<file path="config.mk">
export PLATFORM = sky130hd
export DESIGN_NAME = alu_rs_scheduler
export DESIGN_NICKNAME = d
export VERILOG_FILES = /design/src/rtl/alu_rs_scheduler.sv
export SDC_FILE = /design/constraint.sdc
export NUM_CORES = 2
export LEC_CHECK = 0
export ABC_CLOCK_PERIOD_IN_PS = 4200
export CORE_ASPECT_RATIO = 2
export CORE_UTILIZATION = 40
export DETAILED_ROUTE_END_ITERATION = 7
export GPL_TIMING_DRIVEN = 0
export HOLD_SLACK_MARGIN = 0.03
export PLACE_DENSITY = 0.67
export SLEW_MARGIN = 10
export SYNTH_ARGS = -nofsm -noshare
export SYNTH_HDL_FRONTEND = slang
export SYNTH_SLANG_ARGS = --single-unit
</file>
<file path="constraint.sdc">
create_clock -name clk_in -period 4.2 [get_ports clk_in]
set_clock_uncertainty 0.05 [all_clocks]
set_input_delay 1.26 -clock clk_in [delete_from_list [all_inputs] [get_ports clk_in]]
set_output_delay 1.26 -clock clk_in [all_outputs]
set_load 0.05 [all_outputs]
</file>
<file path="src/rtl/alu_rs_scheduler.sv">
// Reservation-station scheduler for the single integer ALU.
// Holds up to DEPTH dispatched micro-ops and snoops the CDB for pending
// operands. Each cycle it issues at most one ready entry to the ALU. The
// entry is chosen round-robin, starting at the slot after the last one issued.
module alu_rs_scheduler #(
  parameter int DEPTH = 8,
  parameter int ROB_W = 4,
  parameter int OP_W  = 5
) (
  input  logic             clk_in,
  input  logic             rst_in,
  input  logic             rdy_in,
  input  logic             clear_in,
  input  logic             disp_valid_in,
  input  logic [OP_W-1:0]  disp_op_in,
  input  logic [ROB_W-1:0] disp_rob_id_in,
  input  logic [31:0]      disp_vj_in,
  input  logic [ROB_W-1:0] disp_qj_in,
  input  logic             disp_qj_busy_in,
  input  logic [31:0]      disp_vk_in,
  input  logic [ROB_W-1:0] disp_qk_in,
  input  logic             disp_qk_busy_in,
  output logic             full_out,
  input  logic             cdb_valid_in,
  input  logic [ROB_W-1:0] cdb_rob_id_in,
  input  logic [31:0]      cdb_value_in,
  output logic             alu_valid_out,
  output logic [OP_W-1:0]  alu_op_out,
  output logic [31:0]      alu_a_out,
  output logic [31:0]      alu_b_out,
  output logic [ROB_W-1:0] alu_rob_id_out
);

  localparam int IDX_W = $clog2(DEPTH);
  localparam int CNT_W = $clog2(DEPTH + 1);

  // Per-entry station storage
  logic [DEPTH-1:0] valid_q;
  logic [DEPTH-1:0] bj_q;
  logic [DEPTH-1:0] bk_q;
  logic [OP_W-1:0]  op_q  [DEPTH];
  logic [ROB_W-1:0] rob_q [DEPTH];
  logic [31:0]      vj_q  [DEPTH];
  logic [ROB_W-1:0] qj_q  [DEPTH];
  logic [31:0]      vk_q  [DEPTH];
  logic [ROB_W-1:0] qk_q  [DEPTH];

  // Occupancy and round-robin start point
  logic [CNT_W-1:0] count_q;
  logic [IDX_W-1:0] ptr_q;

  // Combinational decisions, all derived from the pre-edge state
  logic [DEPTH-1:0] ready;
  logic [DEPTH-1:0] wake_j;
  logic [DEPTH-1:0] wake_k;
  logic             issue_hit;
  logic [IDX_W-1:0] issue_idx;
  logic [IDX_W-1:0] cand;
  logic             free_hit;
  logic [IDX_W-1:0] free_idx;
  logic             accept;
  logic             disp_bj;
  logic             disp_bk;
  logic [31:0]      disp_vj;
  logic [31:0]      disp_vk;

  assign full_out = (count_q == CNT_W'(DEPTH));
  assign accept   = disp_valid_in && !full_out && free_hit;

  // An entry may issue only once both of its operands hold real values
  always_comb begin
    ready = valid_q & ~bj_q & ~bk_q;
  end

  // Round-robin pick: scan upward from the pointer and wrap around the station
  always_comb begin
    issue_hit = 1'b0;
    issue_idx = '0;
    cand      = '0;
    for (int i = 0; i < DEPTH; i++) begin
      cand = ptr_q + IDX_W'(i);
      if (!issue_hit && ready[cand]) begin
        issue_hit = 1'b1;
        issue_idx = cand;
      end
    end
  end

  // New dispatches go into the lowest-numbered empty slot
  always_comb begin
    free_hit = 1'b0;
    free_idx = '0;
    for (int i = 0; i < DEPTH; i++) begin
      if (!free_hit && !valid_q[i]) begin
        free_hit = 1'b1;
        free_idx = IDX_W'(i);
      end
    end
  end

  // Tag match of the CDB broadcast against every waiting operand
  always_comb begin
    wake_j = '0;
    wake_k = '0;
    for (int i = 0; i < DEPTH; i++) begin
      wake_j[i] = cdb_valid_in && valid_q[i] && bj_q[i] && (qj_q[i] == cdb_rob_id_in);
      wake_k[i] = cdb_valid_in && valid_q[i] && bk_q[i] && (qk_q[i] == cdb_rob_id_in);
    end
  end

  // A dispatch whose producer broadcasts in the same cycle captures the value directly
  always_comb begin
    disp_bj = disp_qj_busy_in;
    disp_vj = disp_vj_in;
    disp_bk = disp_qk_busy_in;
    disp_vk = disp_vk_in;
    if (disp_qj_busy_in && cdb_valid_in && (disp_qj_in == cdb_rob_id_in)) begin
      disp_bj = 1'b0;
      disp_vj = cdb_value_in;
    end
    if (disp_qk_busy_in && cdb_valid_in && (disp_qk_in == cdb_rob_id_in)) begin
      disp_bk = 1'b0;
      disp_vk = cdb_value_in;
    end
  end

  // Station storage: wakeup, issue invalidation and dispatch write in one edge
  always_ff @(posedge clk_in or negedge rst_in) begin
    if (!rst_in) begin
      valid_q <= '0;
      bj_q    <= '0;
      bk_q    <= '0;
      for (int i = 0; i < DEPTH; i++) begin
        op_q[i]  <= '0;
        rob_q[i] <= '0;
        vj_q[i]  <= '0;
        qj_q[i]  <= '0;
        vk_q[i]  <= '0;
        qk_q[i]  <= '0;
      end
    end else if (rdy_in) begin
      if (clear_in) begin
        valid_q <= '0;
      end else begin
        for (int i = 0; i < DEPTH; i++) begin
          if (wake_j[i]) begin
            vj_q[i] <= cdb_value_in;
            bj_q[i] <= 1'b0;
          end
          if (wake_k[i]) begin
            vk_q[i] <= cdb_value_in;
            bk_q[i] <= 1'b0;
          end
        end
        if (issue_hit) begin
          valid_q[issue_idx] <= 1'b0;
        end
        // The free slot was empty before the edge, so it never collides with
        // the issued or woken entries above
        if (accept) begin
          valid_q[free_idx] <= 1'b1;
          op_q[free_idx]    <= disp_op_in;
          rob_q[free_idx]   <= disp_rob_id_in;
          vj_q[free_idx]    <= disp_vj;
          qj_q[free_idx]    <= disp_qj_in;
          bj_q[free_idx]    <= disp_bj;
          vk_q[free_idx]    <= disp_vk;
          qk_q[free_idx]    <= disp_qk_in;
          bk_q[free_idx]    <= disp_bk;
        end
      end
    end
  end

  // Occupancy count, round-robin pointer and the registered ALU issue port
  always_ff @(posedge clk_in or negedge rst_in) begin
    if (!rst_in) begin
      count_q        <= '0;
      ptr_q          <= '0;
      alu_valid_out  <= 1'b0;
      alu_op_out     <= '0;
      alu_a_out      <= '0;
      alu_b_out      <= '0;
      alu_rob_id_out <= '0;
    end else if (rdy_in) begin
      if (clear_in) begin
        count_q       <= '0;
        ptr_q         <= '0;
        alu_valid_out <= 1'b0;
      end else begin
        count_q       <= count_q + CNT_W'(accept) - CNT_W'(issue_hit);
        alu_valid_out <= issue_hit;
        if (issue_hit) begin
          alu_op_out     <= op_q[issue_idx];
          alu_a_out      <= vj_q[issue_idx];
          alu_b_out      <= vk_q[issue_idx];
          alu_rob_id_out <= rob_q[issue_idx];
          ptr_q          <= issue_idx + IDX_W'(1);
        end
      end
    end
  end

endmodule

</file>
==> metrics <==
Max VDD drop just under 800 uV; Power Dens Cells 819 nW/um^2; status complete, but fails checks; H-tree depth 3; die area 96600 um^2; DRC 49; global-route wire length before repair about 270000 um; initial core utilization between 40% and 50%; # setup viols final 84; failing checks DRC, setup timing; Placed Instances 5201; fin. max-slew vios 0; Area Overhead vs Synth 22.4%; Largest delay share family, worst path buffers and inverters; min cycle time layout roughly 4.3 ns; fin nets 4272; leakage roughly 20 nW; Synth Register Bits around 750; cells along the critical path buf_8 > clkinvlp_4 > ha_4 > buf_12 > nor4b_4 > a2111oi_4 > nor4_2 > buf_4 > buf_6 > nand3b_1 > a31o_1 > a221o_1 > buf_12 > clkinv_16 > buf_12 > clkbuf_16 > mux4_2 > a21oi_4 > a21oi_2; Tot Pwr ~0.038 W; sequential element share of the synthesized area between 40 and 50%; Peak Freq around 230 MHz; final wirelength 191000 um; Final GP Congestion roughly 1.1; Die W between 200 and 250 um; Finished Layout Cells between 5000 and 6000; Synth Warn # 0; vias in the first global route between 30000 and 40000; worst hold-check path type flip-flop to flip-flop; via/cell ratio 6.84; initial drt markers a little under 5000; Crit-path slowest cell mux4_2; Most used DFF post-synth dfrtp_1; worst stage delay on the critical path 0.53 ns; Slew @ Worst Pin roughly 1.3 ns; CTS Sinks 753; unique cell type count in the Yosys netlist 63; initial antenna violation count 6; First-pass DRT Iterations 8; die extent in y about 440 um; Skew-Pair Late Insertion Delay between 0.6 and 0.7 ns; DP HPWL around 130000 um; final period utilization 103%; slew margin rel. between 10% and 20%; maxcap violations 0; wire per inst 35.3 um; startpoint types flip-flop; commonest non-fill, non-tap cell in the layout dfrtp_1; Syn Area/Cell 9.95 um^2; Final Hold Fails 0; number of routed nets with antenna violations 0; WS Path Type flip-flop to flip-flop; GRT Total Usage just under 40%; CP max FO 7; fill count ~8700; Gate Count Post-Synth between 3000 and 4000; CTS tree done; Root Driver clkbuf_16; unrepaired setup endpoints after global routing true; Worst Path Arrival ~4.8 ns; clock tree buffer depth 3; CP Capture Type flip-flop; Reg clk slew, reported paths roughly 0.070 ns; CP bufs+invs 9; port bufs between 150 and 200; grt total ovfl 0; pre-CTS setup slack -2.42 ns; FP Rows around 160; ys async rst share 100%; cell mode on critical path buf_12; cell area after synthesis approximately 38000 um^2; worst setup margin -0.117 ns; Mapped Nets slightly below 4000; via count 36981; pin count of the biggest net entering global routing 110; Post-CTS Hold Buffers 0; Num CTS Buffers 69; share of layout cells above drive strength 1 21.0%; Post-synth EDFFs 0; Worst EP required about 4.7 ns; most frequent cells in the layout dfrtp_1, a21oi_1, nor2_1, o22ai_1, mux2_2; Core ar. 94100 um^2; num ports 200
-- Yosys cell counts (all sizes together), types with 4 or more instances --
cell | number | share of area (%)
a31oi | 12 | 0.21
dfrtp | 753 | 49
nand3 | 9 | 0.13
nor4b | 6 | 0.14
o22ai | 532 | 8.7
ha | 8 | 0.26
buf | 136 | 1.7
or3 | 17 | 0.28
inv | 35 | 0.35
or4 | 16 | 0.32
a21o | 6 | 0.12
mux2 | 201 | 5.9
mux2i | 46 | 1.2
a221oi | 20 | 0.46
o21ai | 39 | 0.51
xor2 | 54 | 1.2
nor3b | 8 | 0.28
and3 | 7 | 0.11
clkbuf | 271 | 2.7
a211oi | 22 | 0.43
mux4 | 123 | 7.3
nor2 | 589 | 5.8
nand4 | 19 | 0.31
nor2b | 19 | 0.31
a21oi | 673 | 8.8
xnor2 | 22 | 0.51
a2111oi | 4 | 0.092
nand2 | 140 | 1.4
nor3 | 9 | 0.12
nand2b | 6 | 0.098
-- final cells by class --
type / count / area, um^2 / share of cell area, %
well taps: 1207 / 1510 / 3.24
diodes: 10 / 25.0 / 0.0536
inverters: 37 / 189 / 0.405
multi-input cells: 2634 / 18500 / 39.8
plain buffers: 403 / 2400 / 5.15
repair buffers: 239 / 2880 / 6.17
repair inverters: 1 / 30.0 / 0.0644
flip-flops and latches: 753 / 18800 / 40.4
clock inverters: 16 / 140 / 0.300
clock buffers: 104 / 2080 / 4.47
-- routing by layer --
metal  GRT usage [%]  vias to the layer above  share of wire (%)
li1                -                    14636                  -
met1            41.6                    18061                 31
met2            61.1                     3031                 45
met3            13.1                     1251                 11
met4            38.9                        2                 13
met5               0                        -             0.0063
-- cell families (layout without fill, tap and decap cells) --
group                    Yosys count  count (layout)  share of synthesized area [%]
AO/OA/AOI/OAI                   1324            1324                           19.8
XOR/XNOR                          76              76                           1.75
adder cells (fa/ha/maj)            9               9                          0.315
buffers and inverters            444             800                           4.77
flip-flops                       753             753                           49.4
multiplexers                     370             370                           14.4
other                              0              10                              0
AND/OR/NAND/NOR                  855             855                           9.49
-- worst register-to-register path, stage by stage (launching register included) --
cell	delay (ns)
dfrtp_1	0.37
buf_8	0.11
clkinvlp_4	0.11
ha_4	0.31
buf_12	0.16
nor4b_4	0.36
a2111oi_4	0.06
nor4_2	0.29
buf_4	0.17
buf_6	0.09
nand3b_1	0.10
a31o_1	0.24
a221o_1	0.36
buf_12	0.19
clkinv_16	0.11
buf_12	0.13
clkbuf_16	0.15
mux4_2	0.53
a21oi_4	0.23
a21oi_2	0.09
-- final timing paths --
| check | from | end | slack, ns | cells past startpoint |
|---|---|---|---|---|
| max reg2reg | ptr_q[0] | alu_b_out[16] | -0.12 | 19 |
| min in group asynchronous | rst_in | alu_b_out[18] | 0.56 | 1 |
| max in group asynchronous | rst_in | vj_q[163] | 1.98 | 3 |
| min reg2reg | rob_q[13] | rob_q[13] | 0.45 | 1 |
| min | rob_q[13] | rob_q[13] | 0.45 | 1 |
| max | ptr_q[0] | alu_b_out[16] | -0.12 | 19 |
-- flip-flops by register name, summed over array words and instances, names as in the netlist --
register,flops
vk_q,256
alu_b_out,32
valid_q,8
vj_q,256
bj_q,8
qk_q,32
alu_valid_out,1
alu_a_out,32
bk_q,8
ptr_q,3
count_q,4
qj_q,32
rob_q,32
op_q,40
alu_op_out,5
alu_rob_id_out,4
-- power breakdown --
part           internal [W]  switching [W]
clock               0.00351        0.00310
combinational       0.00871         0.0128
sequential          0.00895        0.00120
total                0.0212         0.0171
-- repair_timing --
item | CTS | global route
gates cloned | 12 | 6
gates resized for setup | 348 | 232
setup endpoints to repair | 628 | 426
buffers inserted | 38 | 24
pin swaps | 35 | 89
-- metrics by stage --
step / cell area, um^2 / util (%) / setup TNS (ns) / hold WS (ns)
after detailed placement: 41400 / 44.0 / -697.41 / 0.438
after CTS: 45600 / 48.4 / -0.711 / 0.453
after global routing: 46600 / 49.6 / -6.94 / 0.473
after global placement: 41200 / 43.8 / - / 0.430
after floorplan: 38100 / - / 0 / 0.419
final: 46700 / 49.6 / -2.90 / 0.453
Note: power is estimated with default switching activity, not from simulation.
